File: config.mk
export PLATFORM = sky130hd
export DESIGN_NAME = wb_arb2_flat
export DESIGN_NICKNAME = d
export VERILOG_FILES = /design/src/rtl/wb_arb2_if.sv /design/src/rtl/wb_arb2.sv /design/src/flat_wrapper.sv
export SDC_FILE = /design/constraint.sdc
export NUM_CORES = 1
export LEC_CHECK = 0
export ABC_AREA = 1
export BUFFER_PORTS_ARGS = -buffer_cell sky130_fd_sc_hd__buf_2
export CORE_AREA = 3 3 121 123
export DETAILED_ROUTE_END_ITERATION = 10
export DIE_AREA = 0 0 124 126
export HOLD_SLACK_MARGIN = 0.12
export REMOVE_ABC_BUFFERS = 1
export SETUP_SLACK_MARGIN = 0.2
export SYNTH_ARGS = -nofsm -noshare
export SYNTH_HDL_FRONTEND = slang
export SYNTH_SLANG_ARGS = --single-unit
File: constraint.sdc
create_clock -name wb_clk_i -period 1.6 [get_ports wb_clk_i]
set_clock_uncertainty 0.1 [all_clocks]
set_input_delay 0.08 -clock wb_clk_i [delete_from_list [all_inputs] [get_ports wb_clk_i]]
set_output_delay 0.08 -clock wb_clk_i [all_outputs]
set_load 0.05 [all_outputs]
File: src/rtl/wb_arb2_if.sv
// wb_arb2_if
//  Bundle of every bus signal around the two-master Wishbone arbiter: the
//  instruction-fetch master (m0_*), the load/store master (m1_*) and the
//  shared on-chip RAM slave (s_*). Suffixes _i/_o are seen from the arbiter.
//  Modports:
//   master - arbiter view; it is the single bus master of the RAM segment,
//            takes both CPU requests in and drives the slave side out.
//   slave  - environment view (CPU masters plus RAM), the mirror image.
interface wb_arb2_if #(
   parameter int AW = 32
);
   logic          m0_cyc_i;
   logic          m0_stb_i;
   logic          m0_we_i;
   logic [3:0]    m0_sel_i;
   logic [AW-1:0] m0_adr_i;
   logic [31:0]   m0_dat_i;
   logic [31:0]   m0_dat_o;
   logic          m0_ack_o;
   logic          m0_err_o;

   logic          m1_cyc_i;
   logic          m1_stb_i;
   logic          m1_we_i;
   logic [3:0]    m1_sel_i;
   logic [AW-1:0] m1_adr_i;
   logic [31:0]   m1_dat_i;
   logic [31:0]   m1_dat_o;
   logic          m1_ack_o;
   logic          m1_err_o;

   logic          s_cyc_o;
   logic          s_stb_o;
   logic          s_we_o;
   logic [3:0]    s_sel_o;
   logic [AW-1:0] s_adr_o;
   logic [31:0]   s_dat_o;
   logic [31:0]   s_dat_i;
   logic          s_ack_i;

   modport master (
      input  m0_cyc_i, m0_stb_i, m0_we_i, m0_sel_i, m0_adr_i, m0_dat_i,
      output m0_dat_o, m0_ack_o, m0_err_o,
      input  m1_cyc_i, m1_stb_i, m1_we_i, m1_sel_i, m1_adr_i, m1_dat_i,
      output m1_dat_o, m1_ack_o, m1_err_o,
      output s_cyc_o, s_stb_o, s_we_o, s_sel_o, s_adr_o, s_dat_o,
      input  s_dat_i, s_ack_i
   );

   modport slave (
      output m0_cyc_i, m0_stb_i, m0_we_i, m0_sel_i, m0_adr_i, m0_dat_i,
      input  m0_dat_o, m0_ack_o, m0_err_o,
      output m1_cyc_i, m1_stb_i, m1_we_i, m1_sel_i, m1_adr_i, m1_dat_i,
      input  m1_dat_o, m1_ack_o, m1_err_o,
      input  s_cyc_o, s_stb_o, s_we_o, s_sel_o, s_adr_o, s_dat_o,
      output s_dat_i, s_ack_i
   );
endinterface

File: src/rtl/wb_arb2.sv
// wb_arb2
//  Two-master / one-slave Wishbone classic arbiter in front of the on-chip RAM.
//  M0 is CPU instruction fetch, M1 is CPU load/store. One master is granted at
//  a time (round robin on simultaneous requests, M0 first after reset), its
//  cycle is muxed onto the slave and ack is routed back only to it. A watchdog
//  ends a strobe that sees no ack for TIMEOUT cycles with a one-cycle err.
//  Ports:
//   wb_clk_i  clock, all state on the rising edge
//   wb_rst_i  synchronous active-high reset
//   bus       wb_arb2_if.master: m0_*, m1_* request sides and s_* slave side
//  Parameters:
//   AW        address width of masters and slave
//   TIMEOUT   strobe cycles without ack before err (>= 2)
module wb_arb2 #(
   parameter int AW      = 32,
   parameter int TIMEOUT = 255
) (
   input  logic      wb_clk_i,
   input  logic      wb_rst_i,
   wb_arb2_if.master bus
);
   localparam int              WD_W    = 16;
   localparam logic [WD_W-1:0] WD_LAST = WD_W'(TIMEOUT - 1);

   typedef enum logic [1:0] {
      IDLE = 2'd0,
      GNT0 = 2'd1,
      GNT1 = 2'd2
   } state_t;

   state_t          state;
   logic            last_gnt;
   logic [WD_W-1:0] wd_cnt;
   logic            gnt0;
   logic            gnt1;
   logic            stb_sel;
   logic            wd_hit;

   assign gnt0 = (state == GNT0);
   assign gnt1 = (state == GNT1);

   // Grant FSM. A releasing master hands straight over to a waiting one, so
   // back-to-back traffic from alternating masters never sees an IDLE bubble.
   always_ff @(posedge wb_clk_i) begin
      if (wb_rst_i) begin
         state    <= IDLE;
         last_gnt <= 1'b1;
      end else begin
         case (state)
            IDLE: begin
               if (bus.m0_cyc_i && (!bus.m1_cyc_i || last_gnt)) begin
                  state    <= GNT0;
                  last_gnt <= 1'b0;
               end else if (bus.m1_cyc_i) begin
                  state    <= GNT1;
                  last_gnt <= 1'b1;
               end
            end
            GNT0: begin
               if (!bus.m0_cyc_i) begin
                  if (bus.m1_cyc_i) begin
                     state    <= GNT1;
                     last_gnt <= 1'b1;
                  end else begin
                     state <= IDLE;
                  end
               end
            end
            GNT1: begin
               if (!bus.m1_cyc_i) begin
                  if (bus.m0_cyc_i) begin
                     state    <= GNT0;
                     last_gnt <= 1'b0;
                  end else begin
                     state <= IDLE;
                  end
               end
            end
            default: state <= IDLE;
         endcase
      end
   end

   // Watchdog: counts strobe cycles without ack. The terminal cycle drops
   // s_stb_o, which clears the count, so a held strobe simply restarts it.
   always_ff @(posedge wb_clk_i) begin
      if (wb_rst_i || !bus.s_stb_o || bus.s_ack_i) begin
         wd_cnt <= '0;
      end else begin
         wd_cnt <= wd_cnt + 1'b1;
      end
   end

   // A real ack in the terminal cycle wins: no err and the strobe stays up.
   assign wd_hit = stb_sel && !bus.s_ack_i && (wd_cnt == WD_LAST);

   // Slave side is a pure mux of the granted master; IDLE drives all zeros.
   always_comb begin
      bus.s_cyc_o = 1'b0;
      bus.s_we_o  = 1'b0;
      bus.s_sel_o = 4'b0;
      bus.s_adr_o = {AW{1'b0}};
      bus.s_dat_o = 32'b0;
      stb_sel     = 1'b0;
      case (state)
         GNT0: begin
            bus.s_cyc_o = bus.m0_cyc_i;
            bus.s_we_o  = bus.m0_we_i;
            bus.s_sel_o = bus.m0_sel_i;
            bus.s_adr_o = bus.m0_adr_i;
            bus.s_dat_o = bus.m0_dat_i;
            stb_sel     = bus.m0_stb_i;
         end
         GNT1: begin
            bus.s_cyc_o = bus.m1_cyc_i;
            bus.s_we_o  = bus.m1_we_i;
            bus.s_sel_o = bus.m1_sel_i;
            bus.s_adr_o = bus.m1_adr_i;
            bus.s_dat_o = bus.m1_dat_i;
            stb_sel     = bus.m1_stb_i;
         end
         default: ;
      endcase
   end

   assign bus.s_stb_o = stb_sel && !wd_hit;

   // Ack is qualified by the master's own strobe so an ack arriving after the
   // master has dropped its cycle is discarded rather than misrouted.
   assign bus.m0_ack_o = bus.s_ack_i && gnt0 && bus.m0_stb_i;
   assign bus.m1_ack_o = bus.s_ack_i && gnt1 && bus.m1_stb_i;
   assign bus.m0_err_o = wd_hit && gnt0;
   assign bus.m1_err_o = wd_hit && gnt1;
   assign bus.m0_dat_o = bus.s_dat_i;
   assign bus.m1_dat_o = bus.s_dat_i;
endmodule
File: src/flat_wrapper.sv
// flat-port wrapper written by rule: the top's interface ports become plain ports
module wb_arb2_flat 
#(
   parameter int AW      = 32,
   parameter int TIMEOUT = 255
)
  (wb_clk_i, wb_rst_i, bus_m0_cyc_i, bus_m0_stb_i, bus_m0_we_i, bus_m0_sel_i, bus_m0_adr_i, bus_m0_dat_i, bus_m0_dat_o, bus_m0_ack_o, bus_m0_err_o, bus_m1_cyc_i, bus_m1_stb_i, bus_m1_we_i, bus_m1_sel_i, bus_m1_adr_i, bus_m1_dat_i, bus_m1_dat_o, bus_m1_ack_o, bus_m1_err_o, bus_s_cyc_o, bus_s_stb_o, bus_s_we_o, bus_s_sel_o, bus_s_adr_o, bus_s_dat_o, bus_s_dat_i, bus_s_ack_i);
  wb_arb2_if #(.AW(AW)) bus_i ();
  input  logic wb_clk_i;
  input  logic wb_rst_i;
  input wire logic [$bits(bus_i.m0_cyc_i)-1:0] bus_m0_cyc_i;
  input wire logic [$bits(bus_i.m0_stb_i)-1:0] bus_m0_stb_i;
  input wire logic [$bits(bus_i.m0_we_i)-1:0] bus_m0_we_i;
  input wire logic [$bits(bus_i.m0_sel_i)-1:0] bus_m0_sel_i;
  input wire logic [$bits(bus_i.m0_adr_i)-1:0] bus_m0_adr_i;
  input wire logic [$bits(bus_i.m0_dat_i)-1:0] bus_m0_dat_i;
  output wire logic [$bits(bus_i.m0_dat_o)-1:0] bus_m0_dat_o;
  output wire logic [$bits(bus_i.m0_ack_o)-1:0] bus_m0_ack_o;
  output wire logic [$bits(bus_i.m0_err_o)-1:0] bus_m0_err_o;
  input wire logic [$bits(bus_i.m1_cyc_i)-1:0] bus_m1_cyc_i;
  input wire logic [$bits(bus_i.m1_stb_i)-1:0] bus_m1_stb_i;
  input wire logic [$bits(bus_i.m1_we_i)-1:0] bus_m1_we_i;
  input wire logic [$bits(bus_i.m1_sel_i)-1:0] bus_m1_sel_i;
  input wire logic [$bits(bus_i.m1_adr_i)-1:0] bus_m1_adr_i;
  input wire logic [$bits(bus_i.m1_dat_i)-1:0] bus_m1_dat_i;
  output wire logic [$bits(bus_i.m1_dat_o)-1:0] bus_m1_dat_o;
  output wire logic [$bits(bus_i.m1_ack_o)-1:0] bus_m1_ack_o;
  output wire logic [$bits(bus_i.m1_err_o)-1:0] bus_m1_err_o;
  output wire logic [$bits(bus_i.s_cyc_o)-1:0] bus_s_cyc_o;
  output wire logic [$bits(bus_i.s_stb_o)-1:0] bus_s_stb_o;
  output wire logic [$bits(bus_i.s_we_o)-1:0] bus_s_we_o;
  output wire logic [$bits(bus_i.s_sel_o)-1:0] bus_s_sel_o;
  output wire logic [$bits(bus_i.s_adr_o)-1:0] bus_s_adr_o;
  output wire logic [$bits(bus_i.s_dat_o)-1:0] bus_s_dat_o;
  input wire logic [$bits(bus_i.s_dat_i)-1:0] bus_s_dat_i;
  input wire logic [$bits(bus_i.s_ack_i)-1:0] bus_s_ack_i;
  assign bus_i.m0_cyc_i = bus_m0_cyc_i;
  assign bus_i.m0_stb_i = bus_m0_stb_i;
  assign bus_i.m0_we_i = bus_m0_we_i;
  assign bus_i.m0_sel_i = bus_m0_sel_i;
  assign bus_i.m0_adr_i = bus_m0_adr_i;
  assign bus_i.m0_dat_i = bus_m0_dat_i;
  assign bus_m0_dat_o = bus_i.m0_dat_o;
  assign bus_m0_ack_o = bus_i.m0_ack_o;
  assign bus_m0_err_o = bus_i.m0_err_o;
  assign bus_i.m1_cyc_i = bus_m1_cyc_i;
  assign bus_i.m1_stb_i = bus_m1_stb_i;
  assign bus_i.m1_we_i = bus_m1_we_i;
  assign bus_i.m1_sel_i = bus_m1_sel_i;
  assign bus_i.m1_adr_i = bus_m1_adr_i;
  assign bus_i.m1_dat_i = bus_m1_dat_i;
  assign bus_m1_dat_o = bus_i.m1_dat_o;
  assign bus_m1_ack_o = bus_i.m1_ack_o;
  assign bus_m1_err_o = bus_i.m1_err_o;
  assign bus_s_cyc_o = bus_i.s_cyc_o;
  assign bus_s_stb_o = bus_i.s_stb_o;
  assign bus_s_we_o = bus_i.s_we_o;
  assign bus_s_sel_o = bus_i.s_sel_o;
  assign bus_s_adr_o = bus_i.s_adr_o;
  assign bus_s_dat_o = bus_i.s_dat_o;
  assign bus_i.s_dat_i = bus_s_dat_i;
  assign bus_i.s_ack_i = bus_s_ack_i;
  wb_arb2 #(.AW(AW), .TIMEOUT(TIMEOUT)) u_core (.wb_clk_i(wb_clk_i), .wb_rst_i(wb_rst_i), .bus(bus_i));
endmodule
==> flow_summary_export.csv, run 1 <==
group,metric,value,unit
sta,finalSetupTns,-14.51,ns
critical_path,crit_cells,8,
critical_path,cp_max_fo,7,
die,coreArea,13800,sq um
final_layout,drive_gt1_frac,0.668,
critical_path,critPathCaptureType,"primary output",
synth,yosysWarnings,0,
routing,drt_drc_violations_left,0,
clock_tree,numCtsBuffers,3,
clock_tree,cts_tree,"built",
critical_path,cp_slowest_cell,"dfxtp_4",
sta,final.period_utilization,1.15,
synth,mappedNetlistArea,2640,sq um
critical_path,path_delay_family,"buffers and inverters",
grt,antenna_found_initial,2,
sta,rsz0062_at_grt,"true",
sta,final.setup.worst_slack,-0.246,ns
die,ioPinCount,316,
synth,syn_area_per_cell,5.61,sq um
sta,holdWs,0.179,ns
place,postPlaceCellArea,3870,sq um
critical_path,rrSetupSlack,-0.13,ns
sta,finalHoldViolCount,0,
routing,wl,19700,microns
synth,synth_edf_count,0,
synth,synth_top_area_share,0.258,
critical_path,cp_common_cell,"buf_12",
clock_tree,clock_latency,0.25,ns
final_layout,final_util,0.468,
synth,synthFlopType,"dfxtp_1",
final_layout,mostFrequentLayoutCell,"buf_2",
place,dp_cells,810,
die,initial_core_util,0.192,
final_layout,layout.cells.non_filler,873,
critical_path,crit_chain,"inv_6, ha_4, buf_6, buf_12, buf_12, nand2_2, a21oi_4, buf_12",
hold_path,whs_path_depth,5,
final_layout,layout_common_cells,"144 x buf_2, 105 x nand2_1, 59 x buf_6",
synth,synth_area_leaders,"nand2_1 26%, buf_4 19%, dfxtp_1 14%",
clock_tree,numClockSinks,19,
grt,grt_max_degree,34,
synth,yosysUniqueCellTypes,25,
hold_path,min_path_type,"in2reg",
synth,synth_cells,471,
critical_path,path_class,"reg2out",
critical_path,ff2ff_path_depth,12,
routing,drtIter0Drc,154,
sta,worst_pin_slew,1.25,ns
grt,overflow,0,
die,die_area,15600,sq um
critical_path,path_buf_inv,5,
job,maxCapViolCount,0,
clock_tree,cts_max_level,1,
critical_path,startpoint_type,"register",
sta,fmax,542,MHz
routing,via_per_inst,4.64,
hold_path,hp-start,"bus_m1_cyc_i",
final_layout,fin_area,6440,sq um
critical_path,r2r-start,"u_core.state[0]",
place,place_hpwl,13600,microns
power,p_leak,2.97,nW
power,powerDensity,1780,nW/um^2
clock_tree,clk_pin_slew_worst_paths,0.05,ns
sta,setup_violations,79,
critical_path,worstReg2RegEnd,"u_core.state[0]",
critical_path,cp.required,1.42,ns
synth,yosys.area.top_type,"nand2_1",
die,num_rows,43,
synth,synthArstFlopShare,0,
sta,slew_headroom,0.169,
synth,synth_seq_area_share,0.144,
critical_path,cp.arrival,1.67,ns
place,dp_slack,-0.227,ns
grt,grt_pass1_wl,26100,microns
routing,wl_per_cell,22.6,microns
final_layout,area_growth,144,%
clock_tree,cts_buffer_depth,2,
hold_path,min_to,"u_core.last_gnt",
routing,antenna_left,0,
grt,grt_pass1_vias,4042,
place,io_buffer_count,219,
place,gp_congestion,0.836,
power,finalPower,11.5,mW
die,dieHeight,126,microns
critical_path,cpPeakStageDelay,0.37,ns
final_layout,fin_nets,877,
clock_tree,root_buffer,"clkbuf_16",
routing,dr.pass1.iters,4,
run_status,status,"finished, violations left",
die,die_w,124,microns
sta,fin_crit,1.85,ns
sta,slew_violations,0,
routing,vias,4048,
grt,globalRouteTotalUtil,0.228,
power,irDropWorstVdd,1.30,mV
run_status,violations,"setup timing",
synth,ys_ff_latch,19,
==> worst register-to-register path, cell delays in order (launching register included) <==
cell	delay, ns
dfxtp_4	0.39
inv_6	0.05
ha_4	0.17
buf_6	0.13
buf_12	0.12
buf_16	0.14
nand2_4	0.06
nand2_4	0.05
inv_6	0.07
buf_6	0.10
nand2_4	0.06
nor2_1	0.14
nor2_2	0.04
==> registers in the layout, summed over array words and instances (netlist names) <==
name,count
u_core.state,2
u_core.last_gnt,1
u_core.wd_cnt,16
==> worst max-delay path by stage <==
stage | start | to | slack, ns
4_1_cts | u_core.state[1] | bus_s_adr_o[23] | -0.22
5_1_grt | u_core.state[0] | bus_s_dat_o[1] | -0.30
3_3_place_gp | u_core.state[0] | bus_s_dat_o[31] | -0.21
3_5_place_dp | u_core.state[0] | bus_s_adr_o[9] | -0.23
6_report | u_core.state[0] | bus_s_dat_o[1] | -0.25
2_1_floorplan | u_core.state[1] | bus_s_stb_o | -1.96
==> report_power, final <==
group,internal [mW],total (mW),switching [mW]
logic,4.10,10.4,6.26
registers,0.524,0.582,0.0576
clock network,0.339,0.518,0.179
==> logic make-up (layout without fill, tap and decap cells) <==
kind of cell             count (synthesis)  in the layout  synth area share
AND/OR/NAND/NOR                        248            248             0.386
XOR/XNOR                                 9              9            0.0298
flip-flops                              19             19             0.144
adder cells (fa/ha/maj)                  7              7            0.0331
buffers and inverters                  111            332             0.258
other                                    0              1                 0
AO/OA/AOI/OAI                           77             77             0.149
==> synth_stat cells (4+ instances only) <==
library cell and n:
a21oi_1 73, nor2_2 10, buf_4 66, nand4_1 5, clkbuf_1 13, inv_1 21, nand3_1 11, xnor2_1 4
xor2_1 5, nand2_1 182, buf_1 6, nor2_1 34, dfxtp_1 19, ha_1 7
==> area by class of cell <==
cell class / instances / area (sq um)
flip-flops and latches: 19 / 388
well taps: 180 / 225
repair buffers: 305 / 2950
multi-input cells: 341 / 2690
fillers: 1268 / 7330
inverters: 23 / 104
clock buffers: 4 / 78.8
diodes: 1 / 2.50
==> routing by layer <==
| layer | routed length (microns) | up-vias | GRT usage |
|---|---|---|---|
| li1 | - | 1864 | - |
| met1 | 8190 | 1931 | 0.302 |
| met2 | 8680 | 219 | 0.337 |
| met3 | 2530 | 32 | 0.115 |
| met4 | 328 | 2 | 0.0387 |
| met5 | 17 | - | 0 |
==> what timing repair did <==
| action | in CTS | in global routing |
|---|---|---|
| cloned | 8 | 0 |
| buffers inserted | 14 | 3 |
| endpoints found under the setup margin | 94 | 156 |
| hold buffers | 33 | 0 |
| hold endpoints to repair | 67 | 0 |
| resized for setup | 312 | 152 |
| pin swaps | 33 | 52 |
(Power assumes the default switching activity.)
==> inputs of run 2 (changes only) <==
--- a/config.mk
+++ b/config.mk
@@ -9,2 +9,3 @@
 export BUFFER_PORTS_ARGS = -buffer_cell sky130_fd_sc_hd__buf_2
+export CAP_MARGIN = 20
 export CORE_AREA = 3 3 121 123
--- a/constraint.sdc
+++ b/constraint.sdc
@@ -4,2 +4,2 @@
 set_output_delay 0.08 -clock wb_clk_i [all_outputs]
-set_load 0.05 [all_outputs]
+set_load 0.005 [all_outputs]
==> run 2 against run 1 <==
- the flow still finishes with violations (setup timing)
- setup slack gained 0.060 ns
- critical endpoint is now bus_s_we_o
- cell count grew 0.46%
- critical path depth is the same
- power shrank 31%
- routed wire length shrank 8.3%
==> flow_summary_export.csv, run 2 (synthesis results as in run 1) <==
group,metric,value,unit
final_layout,fin_area,5330,sq um
die,die_w,124,microns
final_layout,drive_gt1_frac,0.612,
final_layout,area_growth,102,%
sta,slew_violations,0,
routing,antenna_left,0,
clock_tree,cts_max_level,1,
routing,top_layer_used,"met5",
place,place_hpwl,14000,microns
die,ioPinCount,316,
clock_tree,clock_latency,0.26,ns
run_status,violations,"setup timing",
critical_path,cp.arrival,1.61,ns
routing,wl_per_cell,20.6,microns
critical_path,path_class,"reg2out",
sta,final.period_utilization,1.12,
sta,worst_pin_slew,0.377,ns
final_layout,mostFrequentLayoutCell,"buf_2",
run_status,status,"finished, violations left",
routing,drtIter0Drc,162,
clock_tree,cts_tree,"built",
routing,wl,18100,microns
routing,met1Wirelength,7890,microns
routing,dr_wl_met2,7340,microns
place,dp_cells,814,
critical_path,critPathCaptureType,"primary output",
routing,drt_drc_violations_left,0,
final_layout,largest_register_ff_count,16,
place,gp_congestion,0.781,
clock_tree,numClockSinks,19,
critical_path,startpoint_type,"register",
routing,wl_met3,2680,microns
clock_tree,clk_pin_slew_worst_paths,0.06,ns
sta,finalHoldViolCount,0,
grt,grt_pass1_vias,3658,
critical_path,cp.required,1.42,ns
place,postPlaceCellArea,3730,sq um
die,coreArea,13800,sq um
clock_tree,root_buffer,"clkbuf_16",
final_layout,layout_common_cells,"203 x buf_2, 132 x nand2_1, 55 x a21oi_2",
power,powerDensity,1490,nW/um^2
place,io_buffer_count,219,
final_layout,layout.cells.non_filler,877,
sta,rsz0062_at_grt,"true",
routing,dr.pass1.iters,4,
final_layout,largest_registers,"u_core.wd_cnt (16), u_core.state (2), u_core.last_gnt (1)",
grt,globalRouteTotalUtil,0.211,
grt,grt_max_degree,36,
sta,slew_headroom,0.748,
clock_tree,numCtsBuffers,3,
routing,via_per_inst,4.43,
grt,antenna_found_initial,2,
routing,vias,3887,
die,dieHeight,126,microns
die,num_rows,43,
power,p_leak,2.38,nW
grt,overflow,0,
sta,fin_crit,1.79,ns
final_layout,regMostFlops,"u_core.wd_cnt",
hold_path,min_path_type,"in2reg",
die,initial_core_util,0.192,
critical_path,cp_max_fo,8,
final_layout,fin_nets,880,
clock_tree,cts_buffer_depth,2,
job,maxCapViolCount,0,
die,die_area,15600,sq um
power,irDropWorstVdd,0.619,mV
sta,setup_violations,92,
sta,fmax,560,MHz
grt,grt_pass1_wl,24200,microns
sta,final.setup.worst_slack,-0.185,ns
run 2: changes by cell type in the layout (fill, tap and decap cells not counted), sizes merged:
cell | before | now
buf | 272 | 269
bufbuf | 1 | 0
clkbuf | 4 | 8
clkinv | 0 | 1
diode | 1 | 2
dlygate4sd3 | 1 | 34
dlymetal6s4s | 31 | 0
run 2: power by group:
part           internal, mW  total (mW)  leakage (nW)  switching, mW
clock network         0.336       0.529        0.0409          0.193
logic                  3.34        6.83          2.19           3.48
registers             0.524       0.573         0.155         0.0493
total                  4.20        7.93          2.38           3.73
run 2: metal layers:
metal	global-route usage	up-vias
met5	0	-
met4	0.0348	2
met3	0.115	17
met2	0.288	190
met1	0.295	1806
li1	-	1872
run 2: repair_timing:
item	4_1_cts	5_1_grt
cloned	4	5
buffers inserted	8	6
hold buffers	34	0
endpoints found under the hold margin	67	0
setup endpoints to repair	94	94
resized for setup	119	95
pin swaps	20	42
run 2: layout make-up:
| cell class | count | area [sq um] |
|---|---|---|
| Fill cell | 1446 | 8440 |
| Timing Repair Buffer | 308 | 2350 |
| Multi-Input combinational cell | 341 | 2190 |
| Sequential cell | 19 | 388 |
| Tap cell | 180 | 225 |
| Inverter | 23 | 101 |
| Clock buffer | 3 | 75.1 |
| Clock inverter | 1 | 5.00 |
| Antenna cell | 2 | 5.00 |
run 2: metrics by stage:
stage	setup TNS, ns	hold WS (ns)	worst slack (ns)	util	power, mW
6_report	-10.23	0.193	-0.185	0.387	7.93
5_1_grt	-16.44	0.220	-0.240	0.387	8.39
4_1_cts	-9.36	0.185	-0.183	0.346	6.73
3_5_place_dp	-0.299	0.0601	-0.0900	0.271	4.44
3_3_place_gp	-0.340	0.0601	-0.124	0.271	4.45
2_1_floorplan	-66.35	0.0600	-1.11	-	2.13
run 2: final timing paths:
kind,startpoint,cells after the start,slack [ns],end
worst max register to register,u_core.state[1],12,-0.14,u_core.last_gnt
worst min-delay path,bus_s_ack_i,5,0.19,u_core.wd_cnt[11]
worst min register to register,u_core.wd_cnt[0],1,0.37,u_core.wd_cnt[0]
worst max-delay path,u_core.state[1],8,-0.19,bus_s_we_o
run 2: worst max-delay path: stages (launching register included):
cell and delay [ns]:
dfxtp_4 0.36, inv_4 0.08, ha_4 0.18, buf_12 0.13, buf_16 0.14, clkbuf_16 0.16, nand2_4 0.04, a21oi_2 0.13
buf_2 0.13
